===== src/rtl/sevenseg_scan.sv =====
// ============================================================================
// sevenseg_scan : time-multiplexed common-anode 7-segment driver, tear-free load
// Optional: define SEVENSEG_LZB_EN for leading-zero blanking.   Rev 1.0
// ============================================================================
`timescale 1ns/1ps
`default_nettype none

module sevenseg_scan #(
   parameter int NUM_DIGITS = 4,
   parameter int SCAN_DIV   = 1000
) (
   input  logic                      clk,
   input  logic                      rst_n,
   input  logic [4*NUM_DIGITS-1:0]   value_i,
   input  logic [NUM_DIGITS-1:0]     dp_i,
   input  logic                      load_i,
   input  logic                      hex_mode_i,
   output logic [6:0]                seg_o,
   output logic                      dp_o,
   output logic [NUM_DIGITS-1:0]     an_o,
   output logic                      frame_o
);

   localparam int DIV_W  = $clog2(SCAN_DIV);
   localparam int IDX_W  = (NUM_DIGITS > 1) ? $clog2(NUM_DIGITS) : 1;
   localparam int DISP_W = 5 * NUM_DIGITS;
   localparam logic [DIV_W-1:0] C_DIV_LAST = DIV_W'(SCAN_DIV - 1);
   localparam logic [IDX_W-1:0] C_IDX_LAST = IDX_W'(NUM_DIGITS - 1);

   logic [DIV_W-1:0]      div_q, div_d;
   logic [IDX_W-1:0]      idx_q, idx_d;
   logic [DISP_W-1:0]     disp_q, disp_d;
   logic [DISP_W-1:0]     pend_q, pend_d;
   logic                  pend_vld_q, pend_vld_d;
   logic [6:0]            seg_q, seg_d;
   logic                  dp_q, dp_d;
   logic [NUM_DIGITS-1:0] an_q, an_d;
   logic                  frame_q, frame_d;

   logic                  w_slot_end;
   logic                  w_wrap;
   logic [3:0]            w_nib;
   logic                  w_dp_bit;

   function automatic logic [6:0] glyph(input logic [3:0] nib, input logic hex);
      logic [6:0] g;
      case (nib)
         4'h0: g = 7'h40;  4'h1: g = 7'h79;  4'h2: g = 7'h24;  4'h3: g = 7'h30;
         4'h4: g = 7'h19;  4'h5: g = 7'h12;  4'h6: g = 7'h02;  4'h7: g = 7'h78;
         4'h8: g = 7'h00;  4'h9: g = 7'h10;  4'hA: g = 7'h08;  4'hB: g = 7'h03;
         4'hC: g = 7'h46;  4'hD: g = 7'h21;  4'hE: g = 7'h06;  default: g = 7'h0E;
      endcase
      if (!hex && nib > 4'd9) g = 7'h7F;
      return g;
   endfunction

   // Display image only changes at the frame wrap; a load on that very cycle goes straight in.
   always_comb begin
      w_slot_end = (div_q == C_DIV_LAST);
      w_wrap     = w_slot_end && (idx_q == C_IDX_LAST);
      div_d      = w_slot_end ? '0 : div_q + 1'b1;
      idx_d      = idx_q;
      if (w_slot_end) idx_d = (idx_q == C_IDX_LAST) ? '0 : idx_q + 1'b1;
      disp_d     = disp_q;
      pend_d     = pend_q;
      pend_vld_d = pend_vld_q;
      if (w_wrap) begin
         if (load_i)          disp_d = {value_i, dp_i};
         else if (pend_vld_q) disp_d = pend_q;
         pend_vld_d = 1'b0;
      end else if (load_i) begin
         pend_d     = {value_i, dp_i};
         pend_vld_d = 1'b1;
      end
   end

`ifdef SEVENSEG_LZB_EN
   logic [NUM_DIGITS-1:0] w_blank;
   logic                  w_zero_run;
   logic                  w_blank_sel;
`endif

   always_comb begin
      w_nib    = '0;
      w_dp_bit = 1'b0;
      for (int i = 0; i < NUM_DIGITS; i++) begin
         if (idx_q == IDX_W'(i)) begin
            w_nib    = disp_q[NUM_DIGITS + 4*i +: 4];
            w_dp_bit = disp_q[i];
         end
      end
`ifdef SEVENSEG_LZB_EN
      // A digit blanks when it and everything to its left are zero.
      w_zero_run  = 1'b1;
      w_blank     = '0;
      w_blank_sel = 1'b0;
      for (int i = NUM_DIGITS - 1; i >= 0; i--) begin
         w_zero_run = w_zero_run && (disp_q[NUM_DIGITS + 4*i +: 4] == 4'h0);
         w_blank[i] = w_zero_run && (i > 0);
         if (idx_q == IDX_W'(i)) w_blank_sel = w_blank[i];
      end
`endif
      seg_d = glyph(w_nib, hex_mode_i);
`ifdef SEVENSEG_LZB_EN
      if (w_blank_sel) seg_d = 7'h7F;
`endif
      dp_d = ~w_dp_bit;
      for (int i = 0; i < NUM_DIGITS; i++) begin
         an_d[i] = !((div_q != '0) && (idx_q == IDX_W'(i)));
      end
      frame_d = (div_q == '0) && (idx_q == '0);
   end

   always_ff @(posedge clk or negedge rst_n) begin
      if (!rst_n) begin
         div_q      <= '0;
         idx_q      <= '0;
         disp_q     <= '0;
         pend_q     <= '0;
         pend_vld_q <= 1'b0;
         seg_q      <= 7'h7F;
         dp_q       <= 1'b1;
         an_q       <= '1;
         frame_q    <= 1'b0;
      end else begin
         div_q      <= div_d;
         idx_q      <= idx_d;
         disp_q     <= disp_d;
         pend_q     <= pend_d;
         pend_vld_q <= pend_vld_d;
         seg_q      <= seg_d;
         dp_q       <= dp_d;
         an_q       <= an_d;
         frame_q    <= frame_d;
      end
   end

   assign seg_o   = seg_q;
   assign dp_o    = dp_q;
   assign an_o    = an_q;
   assign frame_o = frame_q;

endmodule

`default_nettype wire

===== config.mk =====
export PLATFORM = sky130hd
export DESIGN_NAME = sevenseg_scan
export DESIGN_NICKNAME = d
export VERILOG_FILES = /design/src/rtl/sevenseg_scan.sv
export SDC_FILE = /design/constraint.sdc
export NUM_CORES = 1
export LEC_CHECK = 0
export BUFFER_PORTS_ARGS = -buffer_cell sky130_fd_sc_hd__buf_2
export CORE_MARGIN = 5
export CORE_UTILIZATION = 52
export DETAILED_ROUTE_END_ITERATION = 8
export HOLD_SLACK_MARGIN = 0.03
export PLACE_DENSITY = 0.85
export SLEW_MARGIN = 20
export SYNTH_ARGS = -nofsm -noshare
export SYNTH_HDL_FRONTEND = slang
export SYNTH_SLANG_ARGS = --single-unit
export TNS_END_PERCENT = 20

===== constraint.sdc =====
create_clock -name clk -period 2.8 [get_ports clk]
set_clock_uncertainty 0.2 [all_clocks]
set_input_delay 0.42 -clock clk [delete_from_list [all_inputs] [get_ports clk]]
set_output_delay 0.42 -clock clk [all_outputs]
set_load 0.01 [all_outputs]

==> Yosys cells after proc, flatten, opt, wreduce, memory -nomap -nowiden <==
Memories as Yosys holds them, arrays and structs flattened.
Cells that the tools add are included.
{ "word_totals": {"out_inout_bits": 13, "reg_bits": 66, "mem_count": 1, "wordCells": 53, "rom_bits": 112} }
{ "classes": {"muxes": 15, "magnitude_cmp": 1, "bitwise_logic": 2, "n_addsub": 2, "n_eq_ne": 4, "n_reduce_logical": 19} }
{ "memory_table": {"columns": ["memory", "depth", "width", "rd", "rd_clocked_by_memory_dff", "wr", "line", "rtl"], "rows": [
  ["(name not given)", 16, 7, 1, 0, 0, "47", "case (nib)"]
]} }
{ "op_table": {"columns": ["op", "n"], "rows": [
  ["2-to-1 mux 20 bit", 2],
  ["2-to-1 mux 4 bit", 4],
  ["adder 10 x 1 -> 10 bit (second input constant)", 1],
  ["equality test 10 bit (second input constant)", 1],
  ["zero test 10 bit", 1],
  ["2-to-1 mux 10 bit", 1],
  ["nonzero test 10 bit", 1],
  ["logical AND 1 bit", 7],
  ["2-to-1 mux 7 bit", 1],
  ["2-to-1 mux 1 bit", 6],
  ["zero test 1 bit", 5],
  ["equality test 2 bit (second input constant)", 2],
  ["greater-than comparator 4 bit (second input constant)", 1],
  ["AND reduction 2 bit", 2],
  ["nonzero test 2 bit", 2],
  ["adder 2 x 1 -> 2 bit (second input constant)", 1],
  ["equality test 2 x 1 -> 1 bit (second input constant)", 1],
  ["zero test 2 bit", 1],
  ["2-to-1 mux 2 bit", 1],
  ["NOT 1 bit", 2]
]} }

==> Longest topological paths before layout <==
Gate-level depths: netlist of the first run.
{ "logic_depth": {"ltp_word": 8, "mapped_depth": 13, "mapped_depth_nobuf": 12} }

==> Worst setup path before layout of the first run <==
OpenSTA, ideal clock, no wires.
{ "synth_path": {"kind": "flip-flop to flip-flop", "startpoint": "register idx_q[1]", "endpoint": "register seg_q[5] (netlist: seg_o[5])", "synth_period_minus_slack_ps": 2622, "t_arrival_ps": 2340, "required_ps": 2519, "setup_ps": 81, "path_buffers": 1, "setup_slack_ps": 178, "stages_incl_launch_ff": 14, "cell_sequence": "dfrtp_1 inv_1 ha_1 buf_2 nor2b_1 a22o_1 o221ai_1 inv_1 ha_1 nor2_1 a21oi_1 a21oi_1 nand2_1 o211ai_1"} }
{ "synth_via": {"elab_chain_len": 8} }
{ "synth_rtl": {"columns": ["element", "line", "rtl"], "rows": [
  ["from (decl)", "31", "logic [IDX_W-1:0] idx_q, idx_d;"],
  ["from (signal assigned)", "127", "idx_q <= idx_d;"],
  ["zero test 2 bit", "87", "if (idx_q == IDX_W'(i)) begin"],
  ["2-to-1 mux 4 bit (3 in a row)", "87", null],
  ["2-to-1 mux 4 bit *", "87", null],
  ["greater-than comparator 4 bit", "53", "if (!hex && nib > 4'd9) g = 7'h7F;"],
  ["logical AND 1 bit", "53", null],
  ["2-to-1 mux 7 bit *", "53", null],
  ["net seg_d[5]", "35", "logic [6:0] seg_q, seg_d;"],
  ["to (signal assigned)", "131", "seg_q <= seg_d;"],
  ["to (decl)", "35", null]
]} }
The timed path passes the listed nets; every way through them passes the cells marked *.
A chain may end at the register's enable or synchronous reset.

==> Final worst setup path of the first run <==
{ "layout_path": {"startpoint": "register idx_q[0]", "endpoint": "register seg_q[0] (netlist: seg_o[0])"} }
Same word-level chain as after synthesis.

==> results of run 1 <==
==> synthesized netlist by cell type (3+ instances only) <==
library cell	number	area (um^2)
o221ai_1	3	26.3
mux2i_1	24	240
nor3_1	5	25.0
inv_1	10	37.5
buf_4	3	22.5
nand2_1	11	41.3
nor2_1	38	143
clkbuf_1	3	11.3
dfstp_2	12	315
mux2_2	20	225
buf_2	6	30.0
a21oi_1	27	135
o22ai_1	3	18.8
nand3_1	8	40.0
xor2_1	4	35.0
o21ai_0	9	45.0
ha_1	13	163
dfrtp_1	54	1350
==> logic make-up after synthesis <==
kind of cell | after synthesis
buf+inv | 23
mux | 44
compound gates | 57
xor+xnor | 6
flops | 66
simple gates | 77
fa+ha+maj | 13
==> critical path, stage by stage (launching register included) <==
cell and delay (ns):
dfrtp_1 0.41, ha_1 0.32, or2_1 0.30, a221oi_1 0.25, nor2_1 0.10, inv_1 0.13, ha_1 0.18, nor2_1 0.04
a21oi_1 0.14, a21oi_2 0.11, nor3_1 0.16, o32ai_1 0.12
==> layout by cell type, fill, tap and decap left out, drive strengths merged, types with 10 or more instances in the layout <==
cell / instances
mux2i: 24
o21ai: 10
dfstp: 12
nor2: 38
ha: 13
a21oi: 27
dfrtp: 54
mux2: 20
buf: 48
nand2: 11
inv: 11
==> registers in the layout (all words and copies together) (netlist names) <==
signal,flops
dp_o,1
frame_o,1
pend_q,20
disp_q,20
an_o,4
idx_q,2
div_q,10
pend_vld_q,1
seg_o,7
==> routing by layer <==
layer / vias up / wire (um) / track usage
li1: 1107 / - / -
met1: 1113 / 2690 / 0.228
met2: 52 / 3010 / 0.276
met3: 11 / 338 / 0.0670
met4: 0 / 87 / 0.0687
met5: - / 0 / 0
==> power by group through the flow <==
stage	Sequential (W)	Clock, W	Combinational, W
floorplan	0.00101	0	0.0000633
global placement	0.00101	0	0.000110
detailed placement	0.00101	0	0.000113
CTS	0.000996	0.000984	0.000115
global route	0.000999	0.00103	0.000126
finish	0.000996	0.000957	0.000112
==> how the worst max path moves through the flow <==
stage	from	end	slack (ns)
global placement	idx_q[0]	seg_o[5]	0.22
global route	idx_q[0]	seg_o[5]	0.003
detailed placement	idx_q[0]	seg_o[0]	0.1
finish	idx_q[0]	seg_o[0]	0.24
floorplan	idx_q[1]	seg_o[5]	0.18
CTS	idx_q[0]	seg_o[0]	0.03
==> final cells by class <==
type	count	area share
Multi-Input combinational cell	197	0.383
Sequential cell	66	0.443
Timing Repair Buffer	49	0.0744
Clock inverter	7	0.0312
Inverter	11	0.0110
Tap cell	75	0.0249
Clock buffer	9	0.0329
==> per-stage QoR <==
stage | instance area (um^2) | std cells | total power (W) | worst slack [ns] | hold slack, ns
3_3_place_gp | 3490 | 397 | 0.00112 | 0.224 | 0.215
6_report | 3770 | 414 | 0.00207 | 0.237 | 0.115
5_1_grt | 3770 | 414 | 0.00216 | 0.00333 | 0.0944
4_1_cts | 3750 | 414 | 0.00210 | 0.0333 | 0.0938
2_1_floorplan | 3180 | 286 | 0.00107 | 0.178 | -0.0756
3_5_place_dp | 3490 | 397 | 0.00113 | 0.0989 | 0.222
==> what timing repair did <==
item	4_1_cts	5_1_grt
endpoints found under the hold margin	54	0
setup endpoints to repair	0	7
resized for setup	0	6
hold buffers	1	0
==> results.toml, run 1 <==
[power]
seq_power_share = 0.482
pwr-share-clk = 0.463
netSwitchingFraction = 0.210
powerDensity_nw_per_um2 = 548
switching_power_w = 0.000435
internal-power_w = 0.00163
pwr-share-comb = 0.054
max-vdd-ir-drop_mv = 0.554
power_leakage_nw = 1.75

[setup_path]
worstPathRequired_ns = 2.86
worst-path-max-fanout = 9
r2r_setup_slack_ns = 0.24
arrival_ns = 2.62
worstSetupPathType = "flip-flop to flip-flop"
worstSetupStartpointType = "flip-flop"
cp-end-kind = "flip-flop"
rr_startpoint = "idx_q[0]"
rr_endpoint = "seg_o[0]"
reg2reg_depth = 11

[sta]
hold_viol = 0
rsz0062_at_grt = "no"
tightest_slew_ns = 1.08
setup_viol_count_final = 0
fmax_mhz = 390
min_period_ns = 2.56
period_share = 0.915
final_max_slew_viol_count = 0
slew_headroom = 0.279
finalSetupTns_ns = 0

[logic_synthesis]
synth_ff_type = "dfrtp_1"
avgSynthCellArea_um2 = 11.1
syn-num-nets = 323
postSynth.asyncResetShare = 1.00
synth_warnings = 0
synth_top_family_by_area = "multiplexers"
synth_cell_types = 43
synth_enable_flop_cells = 0
synth_simple_gate_area_frac = 0.117
synth_xor_area_frac = 0.0165
ys_ff_latch = 66
synthAdderAreaFrac = 0.0511
synth_compound_area_frac = 0.113
synth-seq-area-share = 0.523
synth_area_um2 = 3180
synthMuxAreaShare = 0.146
synth_cells = 286

[placed_design]
place_congestion = 0.925
dp_hpwl_um = 4470
place.port_buffers = 36

[final_layout]
nNetsFinal = 371
area_growth_syn_to_layout_pct = 18.3
insertedDiodeCount = 0
multi_input_area_um2 = 1440
utilization = 0.636
drive_gt1_frac = 0.316
n_fill_cell = 466
seqCellArea_um2 = 1670

[route]
num_vias = 2283
ant_nets = 0
drc = 0
drt_pass1_iterations = 4
drt_iter0_drc = 128
drt-wirelength-per-cell_um = 14.8
drt_wl_total_um = 6130
viasPerCell = 5.51

[die]
ios = 37
die_area_um2 = 7790
core_area_um2 = 5920
die_w_um = 88.3
die_y_um = 88.3
initial_core_util = 0.538
row_count = 28

[hold_path]
whs_endpoint = "pend_q[0]"
min-delay-start = "dp_i[0]"
hp-class = "primary input to flip-flop"
hold_depth = 2

[clock_network]
post_cts_buffers = 0
cts_tree = "done"
clockBufferDepth = 2
cts-buffers-inserted = 9
clk_latency_ns = 0.35
clk_root_buffer_cell = "clkbuf_8"
cts.sinks = 66
h-tree-depth = 3
clk_pin_slew_ns = 0.07

[global_routing]
first_global_vias = 2260
grt_max_degree = 45
gr-total-overflow = 0
antenna_found_initial = 0
grt_usage = 0.178
grt_pass1_wl_um = 10600

[run_status]
status = "finished clean"

[job]
maxCapViolCount = 0
No activity file was read; power rests on OpenSTA's default activity.
==> run 2: changes to the inputs <==
Settings changed: CORE_UTILIZATION 52 to 58, PLACE_DENSITY 0.85 to 0.89.
Clock period 2.8 ns to 2.93 ns, I/O delays scaled along.
==> run 2 against run 1 <==
Against the previous run: wire length is 2.3% higher; hold slack worse by 0.034 ns; first-iteration DRC count is 20% higher; clock power is 13% lower; worst setup slack worse by 0.15 ns; count of clock-buffer cells in the layout is 1 higher; cell count is 1.7% lower; register-to-register slack worse by 0.15 ns; die area is 9.2% lower.
==> results.toml, run 2 (synthesized netlist as in run 1, its figures left out) <==
[final_layout]
nNetsFinal = 367
n_fill_cell = 402
final_cell_mix = "54 x dfrtp_1, 38 x nor2_1, 36 x buf_2"
final_common_cell = "dfrtp_1"
utilization = 0.683
seqCellArea_um2 = 1670
area_growth_syn_to_layout_pct = 15.9
reg_top3 = "disp_q: 20 flops, pend_q: 20 flops, div_q: 10 flops"
multi_input_area_um2 = 1430
insertedDiodeCount = 0
drive_gt1_frac = 0.299

[sta]
setup_ws_ns = 0.0850
setup_viol_count_final = 0
fmax_mhz = 351
min_period_ns = 2.84
period_share = 0.971
finalSetupTns_ns = 0
hold_viol = 0
tightest_slew_ns = 0.797
slew_headroom = 0.469
rsz0062_at_grt = "yes"
final_max_slew_viol_count = 0

[setup_path]
worst-path-max-fanout = 8
arrival_ns = 2.90
reg2reg_depth = 12
cp-end-kind = "flip-flop"
rr_startpoint = "idx_q[0]"
rr_endpoint = "seg_o[0]"
worstSetupStartpointType = "flip-flop"
worstSetupPathType = "flip-flop to flip-flop"
r2r_setup_slack_ns = 0.09
worstPathRequired_ns = 2.98

[route]
ant_nets = 0
viasPerCell = 5.56
drt_wl_total_um = 6270
drt_pass1_iterations = 4
drt-wirelength-per-cell_um = 15.4
drc = 0
drt_iter0_drc = 153
num_vias = 2264

[run_status]
status = "finished clean"

[placed_design]
pre_cts_ws_ns = 0.180
dp_hpwl_um = 4390
place_congestion = 0.891
place.port_buffers = 36

[clock_network]
h-tree-depth = 3
clk_latency_ns = 0.34
cts.sinks = 66
cts-buffers-inserted = 9
cts_tree = "done"
clockBufferDepth = 2
clk_root_buffer_cell = "clkbuf_8"
post_cts_buffers = 0
clk_pin_slew_ns = 0.07

[die]
die_w_um = 84.1
ios = 37
row_count = 27
initial_core_util = 0.589
die_y_um = 84.1
core_area_um2 = 5410
die_area_um2 = 7070

[power]
max-vdd-ir-drop_mv = 0.450
powerDensity_nw_per_um2 = 512
power_leakage_nw = 1.71

[global_routing]
grt_max_degree = 67
gr-total-overflow = 0
antenna_found_initial = 0
grt_pass1_wl_um = 11000
grt_usage = 0.192
first_global_vias = 2371

[hold_path]
hp-class = "primary input to async pin"

[job]
maxCapViolCount = 0
## run 2: cell type report
cell class | count | share of cell area
tap | 72 | 0.0244
sequential | 66 | 0.452
clock buffer | 10 | 0.0373
inverter | 11 | 0.0112
multi-input combinational | 197 | 0.387
clock inverter | 6 | 0.0217
timing repair buffer | 45 | 0.0671
## run 2: critical path, stage by stage, from the launching register on
cell and delay [ns]:
dfrtp_1 0.37, inv_1 0.09, ha_1 0.30, or2_1 0.30, a221oi_1 0.30, nor2_1 0.10, inv_1 0.14, ha_1 0.23
nor2_1 0.05, a21oi_1 0.20, a21oi_2 0.13, nor3_1 0.19, o32ai_1 0.13
## run 2: power breakdown
group | switching (W) | leakage, nW | internal [W] | total, W
clock | 0.000334 | 0.116 | 0.000496 | 0.000830
combinational | 0.0000522 | 0.784 | 0.0000535 | 0.000106
sequential | 0.0000133 | 0.814 | 0.000940 | 0.000953
total | 0.000400 | 1.71 | 0.00149 | 0.00189
## run 2: worst max-delay path by stage
stage | from | endpoint | slack [ns] | depth (start not counted)
after floorplan | idx_q[1] | seg_o[5] | 0.31 | 13
after global placement | idx_q[0] | seg_o[5] | 0.36 | 11
after detailed placement | idx_q[0] | seg_o[5] | 0.18 | 12
after CTS | idx_q[0] | seg_o[0] | 0.14 | 12
after global routing | idx_q[0] | seg_o[0] | -0.06 | 12
final | idx_q[0] | seg_o[0] | 0.09 | 12
## run 2: per-stage QoR
step | power, W | instances | hold WS (ns) | cell area [um^2]
finish | 0.00189 | 407 | 0.0812 | 3690
global route | 0.00197 | 407 | 0.143 | 3690
CTS | 0.00190 | 407 | 0.101 | 3690
detailed placement | 0.00108 | 391 | 0.232 | 3470
global placement | 0.00107 | 391 | 0.209 | 3470
floorplan | 0.00103 | 286 | -0.0561 | 3180
## run 2: layer usage
layer,GRT usage,part of all wire
met5,0,0
met4,0.0789,0.021
met3,0.0543,0.054
met2,0.306,0.49
met1,0.246,0.43
## run 2: what timing repair did
item                                    in CTS  in global routing
hold buffers                                 0                  0
gates resized for setup                      0                  2
endpoints found under the setup margin       0                  7
